### src/rtl/prisc_pkg.sv
// Shared encodings for the pRISC execute controller: opcodes, ALU op codes,
// FSM state codes, instruction field positions and flag bit indices.
package prisc_pkg;

  localparam logic [5:0] OPC_RTYPE = 6'b000000;
  localparam logic [5:0] OPC_ADDI  = 6'b000001;
  localparam logic [5:0] OPC_BR    = 6'b000010;
  localparam logic [5:0] OPC_BZ    = 6'b000011;
  localparam logic [5:0] OPC_BNZ   = 6'b000100;
  localparam logic [5:0] OPC_BLTZ  = 6'b000101;
  localparam logic [5:0] OPC_BCY   = 6'b000110;
  localparam logic [5:0] OPC_HALT  = 6'b111111;

  localparam logic [3:0] ALU_ADD  = 4'b0001;
  localparam logic [3:0] ALU_AND  = 4'b0010;
  localparam logic [3:0] ALU_XOR  = 4'b0011;
  localparam logic [3:0] ALU_COMP = 4'b0101;

  localparam logic [2:0] ST_FETCH  = 3'd0;
  localparam logic [2:0] ST_DECODE = 3'd1;
  localparam logic [2:0] ST_EXEC   = 3'd2;
  localparam logic [2:0] ST_WB     = 3'd3;
  localparam logic [2:0] ST_HALT   = 3'd4;

  localparam int OPC_LSB   = 26;
  localparam int RS_LSB    = 21;
  localparam int RT_LSB    = 16;
  localparam int SHAMT_LSB = 6;
  localparam int FUNC_LSB  = 0;
  localparam int IMM_LSB   = 0;

  localparam int FLAG_Z = 0;
  localparam int FLAG_S = 1;
  localparam int FLAG_C = 2;

  typedef struct packed {
    logic [5:0]  opcode;
    logic [4:0]  rs;
    logic [4:0]  rt;
    logic [4:0]  shamt;
    logic [3:0]  func;
    logic [15:0] imm;
  } instr_fields_t;

  function automatic instr_fields_t decode_fields(input logic [31:0] ir);
    instr_fields_t f;
    f.opcode = ir[OPC_LSB +: 6];
    f.rs     = ir[RS_LSB +: 5];
    f.rt     = ir[RT_LSB +: 5];
    f.shamt  = ir[SHAMT_LSB +: 5];
    f.func   = ir[FUNC_LSB +: 4];
    f.imm    = ir[IMM_LSB +: 16];
    return f;
  endfunction

  // Shift ops occupy the whole 1xxx space; the rest are enumerated.
  function automatic logic func_is_legal(input logic [3:0] func);
    return func[3] || (func == ALU_ADD) || (func == ALU_AND) ||
           (func == ALU_XOR) || (func == ALU_COMP);
  endfunction

  function automatic logic [31:0] sext16(input logic [15:0] v);
    return {{16{v[15]}}, v};
  endfunction

endpackage

### src/rtl/prisc_regfile.sv
// 32x32 register file: two combinational read ports, one synchronous write
// port, R0 hard-wired to zero, every register cleared by reset.
module prisc_regfile
  import prisc_pkg::*;
(
  input  logic        clk,
  input  logic        rst,
  input  logic [4:0]  rd_addr_a,
  output logic [31:0] rd_data_a,
  input  logic [4:0]  rd_addr_b,
  output logic [31:0] rd_data_b,
  input  logic        wr_en,
  input  logic [4:0]  wr_addr,
  input  logic [31:0] wr_data
);

  logic [31:0] rf_view [32];

  assign rf_view[0] = '0;

  genvar gi;
  generate
    for (gi = 1; gi < 32; gi++) begin : g_reg
      logic [31:0] reg_d;
      logic [31:0] reg_q;

      always_comb begin
        reg_d = reg_q;
        if (wr_en && (wr_addr == 5'(gi))) reg_d = wr_data;
      end

      // Reset has priority, so a write landing in the reset cycle is lost.
      always_ff @(posedge clk) begin
        if (rst) reg_q <= '0;
        else     reg_q <= reg_d;
      end

      assign rf_view[gi] = reg_q;
    end
  endgenerate

  assign rd_data_a = rf_view[rd_addr_a];
  assign rd_data_b = rf_view[rd_addr_b];

endmodule

### src/rtl/prisc_exec_ctrl.sv
// pRISC multi-cycle sequencer: fetch/decode/exec/writeback FSM, IR, pc,
// registered ALU operands, flag register and branch resolution.
module prisc_exec_ctrl
  import prisc_pkg::*;
#(
  parameter logic [31:0] RESET_PC = 32'h0000_0000
)
(
  input  logic        clk,
  input  logic        rst,
  output logic [31:0] pc,
  output logic        instr_req,
  input  logic        instr_valid,
  input  logic [31:0] instr,
  output logic [3:0]  alu_op,
  output logic [31:0] alu_a,
  output logic [31:0] alu_b,
  output logic [4:0]  alu_shamt,
  input  logic [31:0] alu_result,
  input  logic        alu_zero,
  input  logic        alu_sign,
  input  logic        alu_carry,
  output logic [2:0]  flags,
  output logic        halted
);

  logic [2:0]  state_q, state_d;
  logic [31:0] pc_q, pc_d;
  logic [31:0] ir_q, ir_d;
  logic [3:0]  alu_op_q, alu_op_d;
  logic [31:0] alu_a_q, alu_a_d;
  logic [31:0] alu_b_q, alu_b_d;
  logic [4:0]  alu_shamt_q, alu_shamt_d;
  logic [31:0] result_q, result_d;
  logic [2:0]  flags_q, flags_d;
  logic        halted_q, halted_d;

  instr_fields_t fields;
  logic [31:0]   rs_data;
  logic [31:0]   rt_data;
  logic [31:0]   imm_ext;
  logic [31:0]   pc_plus4;
  logic [31:0]   branch_target;
  logic          branch_taken;

  assign fields        = decode_fields(ir_q);
  assign imm_ext       = sext16(fields.imm);
  assign pc_plus4      = pc_q + 32'd4;
  assign branch_target = pc_plus4 + (imm_ext << 2);

  prisc_regfile u_regfile (
    .clk       (clk),
    .rst       (rst),
    .rd_addr_a (fields.rs),
    .rd_data_a (rs_data),
    .rd_addr_b (fields.rt),
    .rd_data_b (rt_data),
    .wr_en     (state_q == ST_WB),
    .wr_addr   (fields.rs),
    .wr_data   (result_q)
  );

  always_comb begin
    branch_taken = 1'b0;
    case (fields.opcode)
      OPC_BR:   branch_taken = 1'b1;
      OPC_BZ:   branch_taken = flags_q[FLAG_Z];
      OPC_BNZ:  branch_taken = !flags_q[FLAG_Z];
      OPC_BLTZ: branch_taken = flags_q[FLAG_S];
      OPC_BCY:  branch_taken = flags_q[FLAG_C];
      default:  branch_taken = 1'b0;
    endcase
  end

  always_comb begin
    state_d     = state_q;
    pc_d        = pc_q;
    ir_d        = ir_q;
    alu_op_d    = alu_op_q;
    alu_a_d     = alu_a_q;
    alu_b_d     = alu_b_q;
    alu_shamt_d = alu_shamt_q;
    result_d    = result_q;
    flags_d     = flags_q;
    halted_d    = halted_q;

    case (state_q)
      ST_FETCH: begin
        if (instr_valid) begin
          ir_d    = instr;
          state_d = ST_DECODE;
        end
      end

      ST_DECODE: begin
        case (fields.opcode)
          OPC_RTYPE: begin
            if (func_is_legal(fields.func)) begin
              alu_op_d    = fields.func;
              alu_a_d     = rs_data;
              alu_b_d     = rt_data;
              alu_shamt_d = fields.shamt;
              state_d     = ST_EXEC;
            end else begin
              halted_d = 1'b1;
              state_d  = ST_HALT;
            end
          end
          OPC_ADDI: begin
            alu_op_d    = ALU_ADD;
            alu_a_d     = rs_data;
            alu_b_d     = imm_ext;
            alu_shamt_d = fields.shamt;
            state_d     = ST_EXEC;
          end
          OPC_BR, OPC_BZ, OPC_BNZ, OPC_BLTZ, OPC_BCY: begin
            pc_d    = branch_taken ? branch_target : pc_plus4;
            state_d = ST_FETCH;
          end
          default: begin
            halted_d = 1'b1;
            state_d  = ST_HALT;
          end
        endcase
      end

      ST_EXEC: begin
        result_d        = alu_result;
        flags_d[FLAG_Z] = alu_zero;
        flags_d[FLAG_S] = alu_sign;
        // Carry only means something for ADD; other ops leave C alone.
        if (alu_op_q == ALU_ADD) flags_d[FLAG_C] = alu_carry;
        state_d = ST_WB;
      end

      ST_WB: begin
        pc_d    = pc_plus4;
        state_d = ST_FETCH;
      end

      ST_HALT: begin
        halted_d = 1'b1;
      end

      default: begin
        state_d = ST_FETCH;
      end
    endcase
  end

  always_ff @(posedge clk) begin
    if (rst) begin
      state_q     <= ST_FETCH;
      pc_q        <= RESET_PC;
      ir_q        <= '0;
      alu_op_q    <= '0;
      alu_a_q     <= '0;
      alu_b_q     <= '0;
      alu_shamt_q <= '0;
      result_q    <= '0;
      flags_q     <= '0;
      halted_q    <= 1'b0;
    end else begin
      state_q     <= state_d;
      pc_q        <= pc_d;
      ir_q        <= ir_d;
      alu_op_q    <= alu_op_d;
      alu_a_q     <= alu_a_d;
      alu_b_q     <= alu_b_d;
      alu_shamt_q <= alu_shamt_d;
      result_q    <= result_d;
      flags_q     <= flags_d;
      halted_q    <= halted_d;
    end
  end

  // Request is masked while reset is held so memory never sees a stale fetch.
  assign instr_req = (state_q == ST_FETCH) && !rst;
  assign pc        = pc_q;
  assign alu_op    = alu_op_q;
  assign alu_a     = alu_a_q;
  assign alu_b     = alu_b_q;
  assign alu_shamt = alu_shamt_q;
  assign flags     = flags_q;
  assign halted    = halted_q;

endmodule

### config.mk
export PLATFORM = sky130hd
export DESIGN_NAME = prisc_exec_ctrl
export DESIGN_NICKNAME = d
export VERILOG_FILES = /design/src/rtl/prisc_pkg.sv /design/src/rtl/prisc_regfile.sv /design/src/rtl/prisc_exec_ctrl.sv
export SDC_FILE = /design/constraint.sdc
export NUM_CORES = 2
export LEC_CHECK = 0
export CAP_MARGIN = 20
export CELL_PAD_IN_SITES_DETAIL_PLACEMENT = 1
export CELL_PAD_IN_SITES_GLOBAL_PLACEMENT = 2
export CORE_ASPECT_RATIO = 1.75
export CORE_MARGIN = 5
export CORE_UTILIZATION = 32
export CTS_CLUSTER_SIZE = 16
export DETAILED_ROUTE_END_ITERATION = 12
export GPL_TIMING_DRIVEN = 0
export PLACE_DENSITY_LB_ADDON = 0.1
export SYNTH_ARGS = -nofsm -noshare
export SYNTH_HDL_FRONTEND = slang
export SYNTH_HIERARCHICAL = 1
export SYNTH_SLANG_ARGS = --single-unit
### constraint.sdc
create_clock -name clk -period 8.3 [get_ports clk]
set_input_delay 1.245 -clock clk [delete_from_list [all_inputs] [get_ports clk]]
set_output_delay 1.245 -clock clk [all_outputs]
set_load 0.02 [all_outputs]
## Word level (Yosys, flattened, before mapping)

Cells that the tools add are included.

| word-level totals | value |
|---|---|
| bits in registers | 1168 |
| input bits | 70 |
| output and inout port bits | 110 |
| word-level logic and storage cells | 176 |

| operators by class | value |
|---|---|
| add/sub/neg operators | 2 |
| magnitude comparators | 2 |
| eq/ne operators | 51 |
| muxes and demuxes | 25 |
| bitwise logic cells | 3 |
| reduce and logical (&&, ||, !) cells | 51 |

Operators by type and width:

| kind | count |
|---|---|
| 32-bit binary-select mux with 5-bit select | 2 |
| 32-bit 2-to-1 mux | 8 |
| 32-bit one-hot mux with 2 select lines | 3 |
| 5-bit equality test, second input constant | 16 |
| 5-bit by 4-bit equality test with 1-bit output, second input constant | 8 |
| 32-bit by 3-bit adder with 32-bit output, second input constant | 1 |
| 32-bit adder | 1 |
| 1-bit logical AND | 32 |
| 5-bit by 3-bit equality test with 1-bit output, second input constant | 4 |
| 6-bit by 3-bit equality test with 1-bit output, second input constant | 3 |
| 6-bit by 2-bit equality test with 1-bit output, second input constant | 2 |
| 6-bit greater-or-equal comparator, second input constant | 2 |
| 5-bit inverter with 6-bit output | 2 |
| 3-bit one-hot mux with 4 select lines | 1 |
| 5-bit by 2-bit equality test with 1-bit output, second input constant | 2 |
| 5-bit one-hot mux with 2 select lines | 1 |
| 3-bit one-hot mux with 3 select lines | 1 |
| 4-bit by 1-bit equality test with 1-bit output, second input constant | 2 |
| 4-bit by 2-bit equality test with 1-bit output, second input constant | 2 |
| 2-bit inequality test, second input constant | 4 |
| 4-bit one-hot mux with 2 select lines | 1 |
| 2-bit AND reduction | 4 |
| 3-bit by 2-bit equality test with 1-bit output, second input constant | 2 |
| 6-bit by 1-bit equality test with 1-bit output, second input constant | 1 |
| other kinds (20) | 29 |

## Longest topological paths before layout

| logic depth | value |
|---|---|
| word-level depth | 8 |
| mapped depth | 17 |
| gate-level depth less buffers | 15 |

## By module

The synthesis kept the hierarchy.

Modules (own cells, without submodules):

| module | instances | cells each | area each (um^2) |
|---|---|---|---|
| prisc_regfile | 1 | 6580 | 51274.2 |
| prisc_exec_ctrl | 1 | 1152 | 8982.4 |

## Worst setup path after synthesis

OpenSTA, ideal clock, no wires.

| timing path | value |
|---|---|
| path type | in2out |
| from | in rst |
| to | out instr_req |
| arrival time | 2.404 ns |
| data required time | 7.055 ns |
| setup slack | 4.651 ns |
| cell stages on the path | 4 |
| path through | clkbuf_1 -> clkbuf_1 -> clkbuf_1 -> nor4_1 |

| on the way | value |
|---|---|
| word-level cells in the longest chain between the ends | 2 |

Ends and longest elaborated chain:

| item | line | text |
|---|---|---|
| from (decl) | prisc_exec_ctrl.sv:10 | `input logic rst,` |
| 1-bit logical NOT | prisc_exec_ctrl.sv:178 | `assign instr_req = (state_q == ST_FETCH) && !rst;` |
| 1-bit logical AND | prisc_exec_ctrl.sv:178 |  |
| to (decl) | prisc_exec_ctrl.sv:12 | `output logic instr_req,` |

Every way passes these cells.

## Worst setup path after layout

| timing path | value |
|---|---|
| from | reg pc_q[2] (netlist: pc[2]) |
| to | reg pc_q[25] (netlist: pc[25]) |

| on the way | value |
|---|---|
| word-level cells in the longest chain between the ends | 5 |

Ends and longest elaborated chain:

| item | line | text |
|---|---|---|
| from (decl) | prisc_exec_ctrl.sv:28 | `logic [31:0] pc_q, pc_d;` |
| from (signal assigned) | prisc_exec_ctrl.sv:165 | `pc_q <= pc_d;` |
| 32-bit by 3-bit adder with 32-bit output (*) | prisc_exec_ctrl.sv:48 | `assign pc_plus4 = pc_q + 32'd4;` |
| 32-bit adder | prisc_exec_ctrl.sv:49 | `assign branch_target = pc_plus4 + (imm_ext << 2);` |
| 32-bit 2-to-1 mux | prisc_exec_ctrl.sv:117 | `pc_d = branch_taken ? branch_target : pc_plus4;` |
| 32-bit 2-to-1 mux | prisc_exec_ctrl.sv:96 | `case (fields.opcode)` |
| 32-bit one-hot mux with 2 select lines (*) | prisc_exec_ctrl.sv:87 | `case (state_q)` |

Mark *: on every way between the ends. The rest lies on a longest branch, timed or not. The select of a mux whose other input is x is not followed.
A chain may end at the register's enable or synchronous reset.

==> flow_metrics.py <==
metrics = {
    "sta": {
        "fmax_mhz": 206,
        "hold_viol": 0,
        "setup_tns_ps": 0,
        "finalSetupViolCount": 0,
        "relSlewSlack_pct": 9.42,
        "worst_slew_pin_slew_ps": 1350,
        "skew_ps": 52.3,
        "min_period_ps": 4860,
        "period_share_pct": 58.5,
        "final_max_slew_viol_count": 0,
        "rsz0062_at_grt": "no",
    },
    "finish": {
        "final_cells": 10600,
        "drive_above_1_share_pct": 8.46,
        "fin_nets": 8192,
        "final_util_pct": 37.4,
        "syn2layout_area_growth_pct": 16.2,
        "fillers": 22600,
    },
    "clocking": {
        "cts-root-buf": "clkbuf_16",
        "cts_tree": "done",
        "cts.sinks": 1166,
        "insertion_delay_ps": 840,
        "cts-resized-gates": 0,
        "cts_made_buffers": 139,
        "cts_max_path_buffers": 4,
        "h-tree-depth": 4,
        "postCtsHoldBufs": 0,
        "path_clk_slew_ps": 70,
        "cts_setup_buffers": 0,
    },
    "yosys": {
        "yosys_most_used_dff": "dfxtp_1",
        "synth_most_common_cell": "nand2_1",
        "yosysTopAreaCellShare_pct": 38.7,
        "synth_area_leaders": "dfxtp_1 39%, nand2_1 15%, mux2i_1 13%",
        "async_reset_ff_share_pct": 0,
        "ys_seq_elements": 1166,
        "netlist_area_um2": 60300,
        "synth_enable_flop_cells": 0,
        "yosysSeqAreaShare_pct": 38.7,
        "syn-instance-count": 7732,
        "synth_cell_types": 80,
        "yosys.area.top_type": "dfxtp_1",
        "yosysWarnings": 6,
        "synth_common_cells": "2417 x nand2_1, 1279 x a21oi_1, 1166 x dfxtp_1",
        "avgSynthCellArea_um2": 7.79,
    },
    "critical_path": {
        "critPathMaxFanout": 7,
        "ff2ff_path_depth": 13,
        "arrival_ps": 5530,
        "rrSetupSlack_ps": 3440,
        "worstSetupPathType": "reg2reg",
        "startpoint": "pc[2]$_SDFFE_PP0P_",
        "cp-start-kind": "flop",
        "timing.rr.start": "pc[2]$_SDFFE_PP0P_",
        "reg2reg_to": "pc[25]$_SDFFE_PP0P_",
        "required_ps": 8970,
        "worstSetupEndpointType": "flop",
    },
    "power": {
        "peakVddDrop_mv": 0.120,
        "pwr-share-comb_pct": 13.6,
        "internal-power_mw": 9.72,
        "p_total_mw": 13.8,
        "power.density_cell_area_nw_per_um2": 197,
        "p_seq_share_pct": 41.2,
        "switching_power_mw": 4.08,
        "leakage_nw": 22.1,
        "power_frac_clock_pct": 45.2,
        "switching_share_pct": 29.6,
    },
    "placement": {
        "place_inst": 10400,
        "hpwl_mm": 266,
        "routabilityCongestion": 1.01,
        "portBuffers": 176,
    },
    "drt": {
        "wl_mm": 321,
        "dr.pass1.iters": 5,
        "drc_errors": 0,
        "drt_iter0_drc": 3572,
        "num_vias": 58500,
        "postRouteAntennaNets": 0,
        "viasPerCell": 5.51,
        "wl_per_cell_um": 30.2,
    },
    "hold_path": {
        "hold_depth": 2,
        "hold_path_class": "reg2reg",
        "min_to": "alu_a[14]$_SDFFE_PP0P_",
        "min_from": "alu_a[14]$_SDFFE_PP0P_",
    },
    "job": {
        "maxCapViolations": 0,
    },
    "global_routing": {
        "grt_overflow": 0,
        "grt_pass1_vias": 62200,
        "globalRouteTotalUtil_pct": 31.5,
        "antenna_found_initial": 21,
        "grt_pass1_wl_mm": 445,
        "grt_start_max_net_pins": 23,
    },
    "floorplanning": {
        "row_count": 210,
        "core_area_um2": 187000,
        "die_area_um2": 197000,
        "start_util_pct": 32.2,
        "ios": 180,
        "die_w_um": 338,
        "die_h_um": 584,
    },
    "outcome": {
        "outcome": "finished clean",
    },
}
placed cells by master, fill, tap and decap left out, types with 9 or more instances in the layout:
cell             instances
a211oi_1                36
a21o_1                  13
a21oi_1               1279
a221oi_1                66
a22oi_1                260
a31oi_1                 75
and2_1                  10
buf_1                   17
buf_2                  229
buf_4                   34
buf_8                   25
bufinv_16                9
clkbuf_1               470
clkbuf_16              141
clkbuf_8                21
clkdlybuf4s50_1        176
clkinv_2                24
clkinvlp_4               9
dfxtp_1               1166
diode_2                 15
ha_1                    37
inv_1                    9
mux2_2                  64
mux2i_1                786
mux4_2                  64
nand2_1               2416
nand2b_1                13
nand3_1                215
nor2_1                 101
nor2b_1                 80
nor3_1                  90
nor3_2                   9
o211ai_1                 9
o21ai_0                 29
xnor2_1                 33
xor2_1                  17
power groups by stage:
| stage | sequential, mW | combinational [mW] | clock (mW) |
|---|---|---|---|
| 2_1_floorplan | 5.80 | 0.929 | 0 |
| 3_3_place_gp | 5.81 | 1.82 | 0 |
| 3_5_place_dp | 5.81 | 1.86 | 0 |
| 4_1_cts | 5.68 | 1.87 | 6.38 |
| 5_1_grt | 5.69 | 1.92 | 6.54 |
| 6_report | 5.69 | 1.88 | 6.23 |
kinds of logic after synthesis:
| group | share of synthesized area (%) |
|---|---|
| simple gates | 20.5 |
| other cells | 0.00622 |
| fa+ha+maj | 0.802 |
| flops | 38.7 |
| xor+xnor | 0.754 |
| mux | 16.6 |
| compound gates | 17.3 |
| buf+inv | 5.30 |
sequential cells by signal (all words and copies together) (netlist names):
name               flops
result_q              32
alu_b                 32
alu_a                 32
flags                  3
alu_op                 4
ir_q                  32
halted                 1
alu_shamt              5
pc                    30
u_regfile/g.reg_q    992
state_q                3
critical path: stages, from the launching register on:
cell       delay [ps]
dfxtp_1           530
ha_1              380
nand4_2           340
nor2_1            360
xor2_1            140
ha_1              290
clkbuf_1          370
and3_1            530
nand4_1           170
a21oi_1           730
o21ai_1           310
mux2i_1           220
nor2_1             60
a2111oi_0         310
final cells by class:
cell class	count	area (um^2)	share of cell area, %
Multi-Input combinational cell	5829	33700	48.2
Sequential cell	1166	23300	33.3
Clock buffer	187	3910	5.58
Buffer	729	3170	4.52
Tap cell	2438	3050	4.36
Timing Repair Buffer	210	2290	3.26
Clock inverter	45	484	0.691
Antenna cell	15	37.5	0.0536
Inverter	9	33.8	0.0482
layer usage:
metal	track usage, %	part of all wire [%]
met5	0	0.013
met4	26.0	10
met3	3.90	3.8
met2	59.4	53
met1	30.2	34
worst max-delay path by stage:
stage                     endpoint  slack (ps)  depth (start not counted)
2_1_floorplan            instr_req        4650                          4
3_3_place_gp             instr_req        3080                          5
3_5_place_dp   pc[25]$_SDFFE_PP0P_        3470                         13
4_1_cts        pc[25]$_SDFFE_PP0P_        3440                         13
5_1_grt        pc[23]$_SDFFE_PP0P_        3310                         13
6_report       pc[25]$_SDFFE_PP0P_        3440                         13
metrics by stage:
step | hold WS [ps] | worst slack (ps) | cell area [um^2]
2_1_floorplan | 433 | 4650 | 60300
4_1_cts | 458 | 3440 | 70000
3_5_place_dp | 449 | 3470 | 65600
6_report | 454 | 3440 | 70000
5_1_grt | 480 | 3310 | 70000
3_3_place_gp | 442 | 3080 | 65100
Note: power is estimated with default switching activity, not from simulation.
